File: config.mk
export PLATFORM = sky130hd
export DESIGN_NAME = mem_access_unit_flat
export DESIGN_NICKNAME = d
export VERILOG_FILES = /design/src/rtl/mem_access_pkg.sv /design/src/rtl/mem_access_unit_if.sv /design/src/rtl/mem_lane_align.sv /design/src/rtl/mem_access_unit.sv /design/src/flat_wrapper.sv
export SDC_FILE = /design/constraint.sdc
export NUM_CORES = 1
export LEC_CHECK = 0
export ABC_AREA = 1
export CAP_MARGIN = 20
export CORE_ASPECT_RATIO = 0.5
export CORE_MARGIN = 2
export CORE_UTILIZATION = 48
export DETAILED_ROUTE_END_ITERATION = 10
export PLACE_DENSITY = 0.94
export SYNTH_ARGS = -nofsm -noshare
export SYNTH_HDL_FRONTEND = slang
export SYNTH_HIERARCHICAL = 1
export SYNTH_SLANG_ARGS = --single-unit
File: constraint.sdc
create_clock -name Clk -period 5.2 [get_ports Clk]
set_input_delay 0.52 -clock Clk [delete_from_list [all_inputs] [get_ports Clk]]
set_output_delay 0.52 -clock Clk [all_outputs]
set_load 0.01 [all_outputs]
File: src/rtl/mem_access_pkg.sv
// Shared encodings for the MEM-stage load/store initiator.
package mem_access_pkg;
  localparam logic [1:0] SZ_BYTE = 2'd0;
  localparam logic [1:0] SZ_HALF = 2'd1;
  localparam logic [1:0] SZ_WORD = 2'd2;

  typedef enum logic [1:0] {
    ERR_NONE  = 2'b00,
    ERR_ALIGN = 2'b01,
    ERR_RANGE = 2'b10
  } err_e;

  typedef enum logic [1:0] {
    IDLE  = 2'd0,
    READ  = 2'd1,
    WRITE = 2'd2,
    RESP  = 2'd3
  } state_e;
endpackage

File: src/rtl/mem_access_unit_if.sv
// Pipeline request/response bundle and DataMemory port bundle.
interface mem_access_req_if;
  logic        Req;
  logic        ReqWrite;
  logic [1:0]  ReqSize;
  logic        ReqSigned;
  logic [31:0] ReqAddr;
  logic [31:0] ReqWData;
  logic        Busy;
  logic        Done;
  logic [31:0] RdData;
  logic [1:0]  Err;

  modport master (output Req, ReqWrite, ReqSize, ReqSigned, ReqAddr, ReqWData,
                  input  Busy, Done, RdData, Err);
  modport slave  (input  Req, ReqWrite, ReqSize, ReqSigned, ReqAddr, ReqWData,
                  output Busy, Done, RdData, Err);
endinterface

interface mem_access_mem_if;
  logic [31:0] MemAddress;
  logic [31:0] MemWriteData;
  logic        MemWrite;
  logic        MemRead;
  logic [31:0] MemReadData;

  modport master (output MemAddress, MemWriteData, MemWrite, MemRead,
                  input  MemReadData);
  modport slave  (input  MemAddress, MemWriteData, MemWrite, MemRead,
                  output MemReadData);
endinterface

File: src/rtl/mem_lane_align.sv
// Combinational lane logic: alignment check, load extract/extend, sub-word store merge.
module mem_lane_align
  import mem_access_pkg::*;
(
  input  logic [1:0]  chk_size,
  input  logic [1:0]  chk_lo,
  output logic        misaligned,
  input  logic [1:0]  size,
  input  logic        sgn,
  input  logic [1:0]  lane,
  input  logic [31:0] rdata,
  input  logic [15:0] wdata,
  output logic [31:0] load_data,
  output logic [31:0] merged
);
  logic [7:0]  byte_v;
  logic [15:0] half_v;

  always_comb begin
    // size code 3 falls into the word checks via >= SZ_WORD
    misaligned = ((chk_size == SZ_HALF) && chk_lo[0]) ||
                 ((chk_size >= SZ_WORD) && (chk_lo != 2'b00));

    byte_v = rdata[{lane, 3'b000} +: 8];
    half_v = lane[1] ? rdata[31:16] : rdata[15:0];

    if (size >= SZ_WORD)
      load_data = rdata;
    else if (size == SZ_HALF)
      load_data = {{16{sgn & half_v[15]}}, half_v};
    else
      load_data = {{24{sgn & byte_v[7]}}, byte_v};

    merged = rdata;
    if (size == SZ_HALF) begin
      if (lane[1]) merged[31:16] = wdata;
      else         merged[15:0]  = wdata;
    end else if (size == SZ_BYTE) begin
      merged[{lane, 3'b000} +: 8] = wdata[7:0];
    end
  end
endmodule

File: src/rtl/mem_access_unit.sv
// MEM-stage load/store initiator: word-aligned DataMemory access with sub-word
// extract/extend on loads and read-modify-write on sub-word stores.
//   state | meaning
//   IDLE  | waiting for Req; errors, reads or word writes dispatched from here
//   READ  | MemRead high, memory word sampled at the closing edge
//   WRITE | MemWrite high with full or merged word
//   RESP  | Done pulse, Err valid
module mem_access_unit
  import mem_access_pkg::*;
#(
  parameter int MEM_WORDS = 1024
) (
  input logic             Clk,
  input logic             Reset,
  mem_access_req_if.slave  req,
  mem_access_mem_if.master mem
);
  localparam logic [31:0] MEM_WORDS_U = 32'(MEM_WORDS);

  state_e      state_q, state_d;
  err_e        err_q, err_d;
  logic        wr_q, wr_d;
  logic [1:0]  size_q, size_d;
  logic        sgn_q, sgn_d;
  logic [1:0]  lane_q, lane_d;
  logic [15:0] wdata_q, wdata_d;
  logic [31:0] rd_data_q, rd_data_d;
  logic        busy_q, busy_d;
  logic        done_q, done_d;
  logic [31:0] mem_addr_q, mem_addr_d;
  logic [31:0] mem_wdata_q, mem_wdata_d;
  logic        mem_read_q, mem_read_d;
  logic        mem_write_q, mem_write_d;

  logic        misaligned;
  logic        out_of_range;
  logic [31:0] load_data;
  logic [31:0] merged;
  logic [31:0] word_addr;

  mem_lane_align u_align (
    .chk_size  (req.ReqSize),
    .chk_lo    (req.ReqAddr[1:0]),
    .misaligned(misaligned),
    .size      (size_q),
    .sgn       (sgn_q),
    .lane      (lane_q),
    .rdata     (mem.MemReadData),
    .wdata     (wdata_q),
    .load_data (load_data),
    .merged    (merged)
  );

  assign word_addr    = {req.ReqAddr[31:2], 2'b00};
  assign out_of_range = {2'b00, req.ReqAddr[31:2]} >= MEM_WORDS_U;

  always_comb begin
    state_d     = state_q;
    wr_d        = wr_q;
    size_d      = size_q;
    sgn_d       = sgn_q;
    lane_d      = lane_q;
    wdata_d     = wdata_q;
    rd_data_d   = rd_data_q;
    done_d      = 1'b0;
    err_d       = ERR_NONE;
    mem_read_d  = 1'b0;
    mem_write_d = 1'b0;
    mem_addr_d  = '0;
    mem_wdata_d = '0;
    unique case (state_q)
      IDLE: if (req.Req) begin
        wr_d    = req.ReqWrite;
        size_d  = req.ReqSize;
        sgn_d   = req.ReqSigned;
        lane_d  = req.ReqAddr[1:0];
        wdata_d = req.ReqWData[15:0];
        if (misaligned) begin
          state_d = RESP;
          done_d  = 1'b1;
          err_d   = ERR_ALIGN;
        end else if (out_of_range) begin
          state_d = RESP;
          done_d  = 1'b1;
          err_d   = ERR_RANGE;
        end else if (req.ReqWrite && (req.ReqSize >= SZ_WORD)) begin
          state_d     = WRITE;
          mem_write_d = 1'b1;
          mem_addr_d  = word_addr;
          mem_wdata_d = req.ReqWData;
        end else begin
          state_d    = READ;
          mem_read_d = 1'b1;
          mem_addr_d = word_addr;
        end
      end
      READ: begin
        if (wr_q) begin
          state_d     = WRITE;
          mem_write_d = 1'b1;
          mem_addr_d  = mem_addr_q;
          mem_wdata_d = merged;
        end else begin
          state_d   = RESP;
          done_d    = 1'b1;
          rd_data_d = load_data;
        end
      end
      WRITE: begin
        state_d = RESP;
        done_d  = 1'b1;
      end
      RESP: state_d = IDLE;
    endcase
    busy_d = (state_d != IDLE);
  end

  // Strobes are flops so an async Reset drops them immediately mid-access
  always_ff @(posedge Clk or posedge Reset) begin
    if (Reset) begin
      state_q     <= IDLE;
      err_q       <= ERR_NONE;
      wr_q        <= 1'b0;
      size_q      <= SZ_BYTE;
      sgn_q       <= 1'b0;
      lane_q      <= 2'b00;
      wdata_q     <= '0;
      rd_data_q   <= '0;
      busy_q      <= 1'b0;
      done_q      <= 1'b0;
      mem_addr_q  <= '0;
      mem_wdata_q <= '0;
      mem_read_q  <= 1'b0;
      mem_write_q <= 1'b0;
    end else begin
      state_q     <= state_d;
      err_q       <= err_d;
      wr_q        <= wr_d;
      size_q      <= size_d;
      sgn_q       <= sgn_d;
      lane_q      <= lane_d;
      wdata_q     <= wdata_d;
      rd_data_q   <= rd_data_d;
      busy_q      <= busy_d;
      done_q      <= done_d;
      mem_addr_q  <= mem_addr_d;
      mem_wdata_q <= mem_wdata_d;
      mem_read_q  <= mem_read_d;
      mem_write_q <= mem_write_d;
    end
  end

  assign req.Busy         = busy_q;
  assign req.Done         = done_q;
  assign req.RdData       = rd_data_q;
  assign req.Err          = err_q;
  assign mem.MemAddress   = mem_addr_q;
  assign mem.MemWriteData = mem_wdata_q;
  assign mem.MemRead      = mem_read_q;
  assign mem.MemWrite     = mem_write_q;
endmodule

File: src/flat_wrapper.sv
// flat-port wrapper written by rule: the top's interface ports become plain ports
module mem_access_unit_flat import mem_access_pkg::*;
#(
  parameter int MEM_WORDS = 1024
)
  (Clk, Reset, req_Req, req_ReqWrite, req_ReqSize, req_ReqSigned, req_ReqAddr, req_ReqWData, req_Busy, req_Done, req_RdData, req_Err, mem_MemAddress, mem_MemWriteData, mem_MemWrite, mem_MemRead, mem_MemReadData);
  mem_access_req_if req_i ();
  mem_access_mem_if mem_i ();
  input logic Clk;
  input logic Reset;
  input wire logic [$bits(req_i.Req)-1:0] req_Req;
  input wire logic [$bits(req_i.ReqWrite)-1:0] req_ReqWrite;
  input wire logic [$bits(req_i.ReqSize)-1:0] req_ReqSize;
  input wire logic [$bits(req_i.ReqSigned)-1:0] req_ReqSigned;
  input wire logic [$bits(req_i.ReqAddr)-1:0] req_ReqAddr;
  input wire logic [$bits(req_i.ReqWData)-1:0] req_ReqWData;
  output wire logic [$bits(req_i.Busy)-1:0] req_Busy;
  output wire logic [$bits(req_i.Done)-1:0] req_Done;
  output wire logic [$bits(req_i.RdData)-1:0] req_RdData;
  output wire logic [$bits(req_i.Err)-1:0] req_Err;
  output wire logic [$bits(mem_i.MemAddress)-1:0] mem_MemAddress;
  output wire logic [$bits(mem_i.MemWriteData)-1:0] mem_MemWriteData;
  output wire logic [$bits(mem_i.MemWrite)-1:0] mem_MemWrite;
  output wire logic [$bits(mem_i.MemRead)-1:0] mem_MemRead;
  input wire logic [$bits(mem_i.MemReadData)-1:0] mem_MemReadData;
  assign req_i.Req = req_Req;
  assign req_i.ReqWrite = req_ReqWrite;
  assign req_i.ReqSize = req_ReqSize;
  assign req_i.ReqSigned = req_ReqSigned;
  assign req_i.ReqAddr = req_ReqAddr;
  assign req_i.ReqWData = req_ReqWData;
  assign req_Busy = req_i.Busy;
  assign req_Done = req_i.Done;
  assign req_RdData = req_i.RdData;
  assign req_Err = req_i.Err;
  assign mem_MemAddress = mem_i.MemAddress;
  assign mem_MemWriteData = mem_i.MemWriteData;
  assign mem_MemWrite = mem_i.MemWrite;
  assign mem_MemRead = mem_i.MemRead;
  assign mem_i.MemReadData = mem_MemReadData;
  mem_access_unit #(.MEM_WORDS(MEM_WORDS)) u_core (.Clk(Clk), .Reset(Reset), .req(req_i), .mem(mem_i));
endmodule
==> flow_summary_export.csv <==
group,metric,value,unit
synthesis,yosys_warnings,6,
global_route,grt_pass1_vias,6470,
floorplan,io-pin-count,205,
timing,fin_crit_sh,61.02,%
power_and_ir_drop,cell_internal_pwr,2697,uW
power_and_ir_drop,clock_power_share,25.0,%
timing,fin_crit,3.173,ns
final_layout,layout.cells.most_common,"sky130_fd_sc_hd__nand2_1",
final_layout,diodes,0,
timing,clock.fmax,0.3151,GHz
global_route,antenna_found_initial,0,
synthesis,synth.area.top_cells,"sky130_fd_sc_hd__dfrtp_1, sky130_fd_sc_hd__nand2_1, sky130_fd_sc_hd__a21oi_1",
detailed_routing,total_wirelength_of_the_detailed_routed_design,22020,um
min_path,hold_path_class,"flop to flop",
synthesis,ys_seq_elements,124,
min_path,min-delay-start,"u_core/req.RdData[15]",
job,max_cap_violations,0,
timing,hold_slack,0.4721,ns
global_route,grtUsageTotal,29.37,%
detailed_routing,via_count,7029,
synthesis,synth_largest_type_area_fraction,46.58,%
clock_tree,cts_setup_buffers,0,
detailed_routing,first_pass_detailed_route_iteration_total,6,
global_route,grt_max_degree,78,
clock_tree,numCtsBuffers,17,
synthesis,post-synth-top-area-cell,"sky130_fd_sc_hd__dfrtp_1",
placement,dp_hpwl,15650,um
setup_path,crit_path_class,"flop to flop",
timing,report.final.setup_viol,0,
clock_tree,cts-hold-fix-buffers,0,
placement,gp_routability_congestion,0.9468,
setup_path,crit_path_end_kind,"flop",
detailed_routing,route.detailed.wl_per_inst,16.91,um
timing,grt_setup_unrepaired,"false",
clock_tree,clock_latency_of_the_later_clocked_register_in_the_worst_skew_pair,0.41,ns
floorplan,floorplan.die.height,87.30,um
final_layout,most-common-layout-cells,"sky130_fd_sc_hd__nand2_1, sky130_fd_sc_hd__clkdlybuf4s50_1, sky130_fd_sc_hd__dfrtp_1, sky130_fd_sc_hd__a21oi_1, sky130_fd_sc_hd__inv_1",
timing,worst_pin_slew,1.043,ns
min_path,min_path_cells,2,
floorplan,die_width,170.6,um
clock_tree,cts.htree.levels,4,
power_and_ir_drop,irDropWorstVdd,0.2687,mV
timing,fin_tns_setup,0,ns
synthesis,synthDistinctLibCells,30,
clock_tree,clk_root_buffer_cell,"sky130_fd_sc_hd__clkbuf_16",
detailed_routing,detail-route-antenna-nets,0,
power_and_ir_drop,combPwrFrac,44.3,%
final_layout,ratio_of_cells_with_drive_above_1_in_the_final_layout,6.486,%
min_path,holdPathEnd,"u_core/req.RdData[15]",
synthesis,synth_area,6661,um2
power_and_ir_drop,seqPwrFrac,30.7,%
power_and_ir_drop,sw_frac_of_total,42.58,%
setup_path,critical_path_required,5.49,ns
power_and_ir_drop,power.switching,2000,uW
clock_tree,worst_setup_hold_path_clk_slew,0.06,ns
floorplan,die_area,14890,um2
clock_tree,cts_tree,"done",
setup_path,cp_data_arrival_time,3.47,ns
detailed_routing,drt_first_iter_violations,876,
floorplan,floorplan.core_area,13550,um2
timing,maxSlewViolCount,0,
setup_path,r2r-start,"u_core/state_q[0]",
final_layout,design.final.nets,1210,
setup_path,worstRegToRegCells,6,
global_route,globalRouteOverflowTotal,0,
detailed_routing,average_vias_per_placed_instance,5.399,
clock_tree,tritoncts_sinks,124,
setup_path,crit-reg2reg-capture,"u_core/mem.MemWriteData[23]",
placement,number_of_i_o_port_buffers,202,
synthesis,netlist_instances,915,
setup_path,r2r_slack,2.03,ns
run_status,run_status,"completed",
clock_tree,post_cts.resized_instances,0,
detailed_routing,route.detailed.drc,0,
timing,hold_viol_final,0,
setup_path,worstSetupStartpointType,"flop",
setup_path,critPathMaxFanout,27,
power_and_ir_drop,power.density_cell_area,501.8,nW/um2
clock_tree,clock_tree.buffer_depth,2,
floorplan,floorplan.initialDensity,49.16,%
final_layout,area_growth_syn_to_layout,40.53,%
power_and_ir_drop,reported_leakage_power,0.004439,uW
synthesis,avgSynthCellArea,7.280,um2
global_route,wire_length_of_the_first_global_routing_pass,33290,um
timing,slew-limit-headroom,30.28,%
floorplan,fp-row-count,30,
synthesis,seq_total_area_yosys,46.58,%
timing,finClkSkew,0.009727,ns
==> synthesized netlist by cell type <==
| master | number |
|---|---|
| sky130_fd_sc_hd__dfrtp_1 | 124 |
| sky130_fd_sc_hd__inv_2 | 6 |
| sky130_fd_sc_hd__nor2_4 | 3 |
| sky130_fd_sc_hd__nand3_2 | 1 |
| sky130_fd_sc_hd__nand3_1 | 37 |
| sky130_fd_sc_hd__nor2_1 | 64 |
| sky130_fd_sc_hd__or2_2 | 2 |
| sky130_fd_sc_hd__o21ai_1 | 20 |
| sky130_fd_sc_hd__o21ai_0 | 65 |
| sky130_fd_sc_hd__nor3_1 | 11 |
| sky130_fd_sc_hd__clkinv_1 | 1 |
| sky130_fd_sc_hd__conb_1 | 1 |
| sky130_fd_sc_hd__a21oi_1 | 97 |
| sky130_fd_sc_hd__nand3_4 | 1 |
| sky130_fd_sc_hd__nor2_8 | 1 |
| sky130_fd_sc_hd__a21oi_2 | 1 |
| sky130_fd_sc_hd__o21ai_2 | 9 |
| sky130_fd_sc_hd__nor3_4 | 2 |
| sky130_fd_sc_hd__buf_2 | 12 |
| sky130_fd_sc_hd__buf_6 | 2 |
| sky130_fd_sc_hd__inv_1 | 91 |
| sky130_fd_sc_hd__buf_1 | 2 |
| sky130_fd_sc_hd__ha_1 | 9 |
| sky130_fd_sc_hd__nand2_1 | 314 |
| sky130_fd_sc_hd__nor2_2 | 1 |
| sky130_fd_sc_hd__nand2_2 | 5 |
| sky130_fd_sc_hd__clkbuf_1 | 24 |
| sky130_fd_sc_hd__nor3_2 | 2 |
| sky130_fd_sc_hd__buf_4 | 4 |
| sky130_fd_sc_hd__o211ai_1 | 3 |
==> registers in the layout (all words and copies together) (netlist names) <==
| register | count |
|---|---|
| u_core/lane_q | 2 |
| u_core/mem.MemAddress | 30 |
| u_core/mem.MemRead | 1 |
| u_core/mem.MemWrite | 1 |
| u_core/mem.MemWriteData | 32 |
| u_core/req.Busy | 1 |
| u_core/req.Done | 1 |
| u_core/req.Err | 2 |
| u_core/req.RdData | 32 |
| u_core/sgn_q | 1 |
| u_core/size_q | 2 |
| u_core/state_q | 2 |
| u_core/wdata_q | 16 |
| u_core/wr_q | 1 |
==> power by group through the flow <==
stage | Sequential (uW) | Clock [uW] | Combinational, uW
final | 1440 | 1180 | 2080
after global routing | 1460 | 1220 | 2270
after CTS | 1430 | 1180 | 2020
after detailed placement | 1440 | 0 | 1990
after global placement | 1440 | 0 | 1940
after floorplan | 1430 | 0 | 1260
==> metal layers <==
| metal | wire length (um) | vias to the layer above | global-route usage (%) |
|---|---|---|---|
| met4 | 527 | 0 | 11.11 |
| met1 | 9086 | 3303 | 39.75 |
| met5 | 0 | - | 0 |
| met2 | 10020 | 418 | 45.53 |
| li1 | - | 3261 | - |
| met3 | 2388 | 47 | 7.860 |
==> per-stage QoR <==
stage | util [%] | instances | power [uW] | setup slack (ns) | instance area, um2
detailed placement | 64.59 | 1270 | 3435 | 1.860 | 8752
finish | 69.09 | 1302 | 4697 | 2.027 | 9361
floorplan | - | 916 | 2694 | 1.381 | 6665
global route | 69.09 | 1302 | 4952 | 1.861 | 9361
global placement | 64.59 | 1270 | 3374 | 2.015 | 8752
CTS | 68.88 | 1301 | 4635 | 2.038 | 9334
==> critical path, cell delays in order, from the launching register on <==
cell and delay (ns):
sky130_fd_sc_hd__dfrtp_1 0.40, sky130_fd_sc_hd__inv_1 0.11, sky130_fd_sc_hd__ha_1 0.23, sky130_fd_sc_hd__nand2_1 0.63, sky130_fd_sc_hd__inv_1 0.90, sky130_fd_sc_hd__nand3_4 0.39, sky130_fd_sc_hd__o21ai_0 0.37
==> worst max path at each step <==
| stage | from | to | slack, ns | depth (start not counted) |
|---|---|---|---|---|
| finish | u_core/state_q[0] | u_core/mem.MemWriteData[23] | 2.03 | 6 |
| global route | u_core/state_q[0] | u_core/mem.MemWriteData[23] | 1.86 | 6 |
| CTS | u_core/state_q[1] | u_core/mem.MemWriteData[23] | 2.04 | 7 |
| detailed placement | req_Req | u_core/mem.MemWriteData[23] | 1.86 | 5 |
| global placement | req_Req | u_core/mem.MemWriteData[28] | 2.02 | 5 |
| floorplan | Reset | u_core/lane_q[0] | 1.38 | 1 |
==> area by class of cell <==
class / instances / area [um2]
Fill cell: 1086 / 4189
Sequential cell: 124 / 3103
Multi-Input combinational cell: 650 / 2987
Timing Repair Buffer: 207 / 2079
Clock buffer: 18 / 439.2
Inverter: 98 / 370.4
Tap cell: 192 / 240.2
Clock inverter: 13 / 142.6
==> cells by family after synthesis <==
logic type,count (synthesis),synth area share [%]
AOI/OAI and AO/OA,195,15.33
adders and majority gates,9,1.690
DFF,124,46.58
other,1,0.05629
buffers and inverters,142,8.678
and+or+nand+nor,444,27.67
Note: power is estimated with default switching activity, not from simulation.
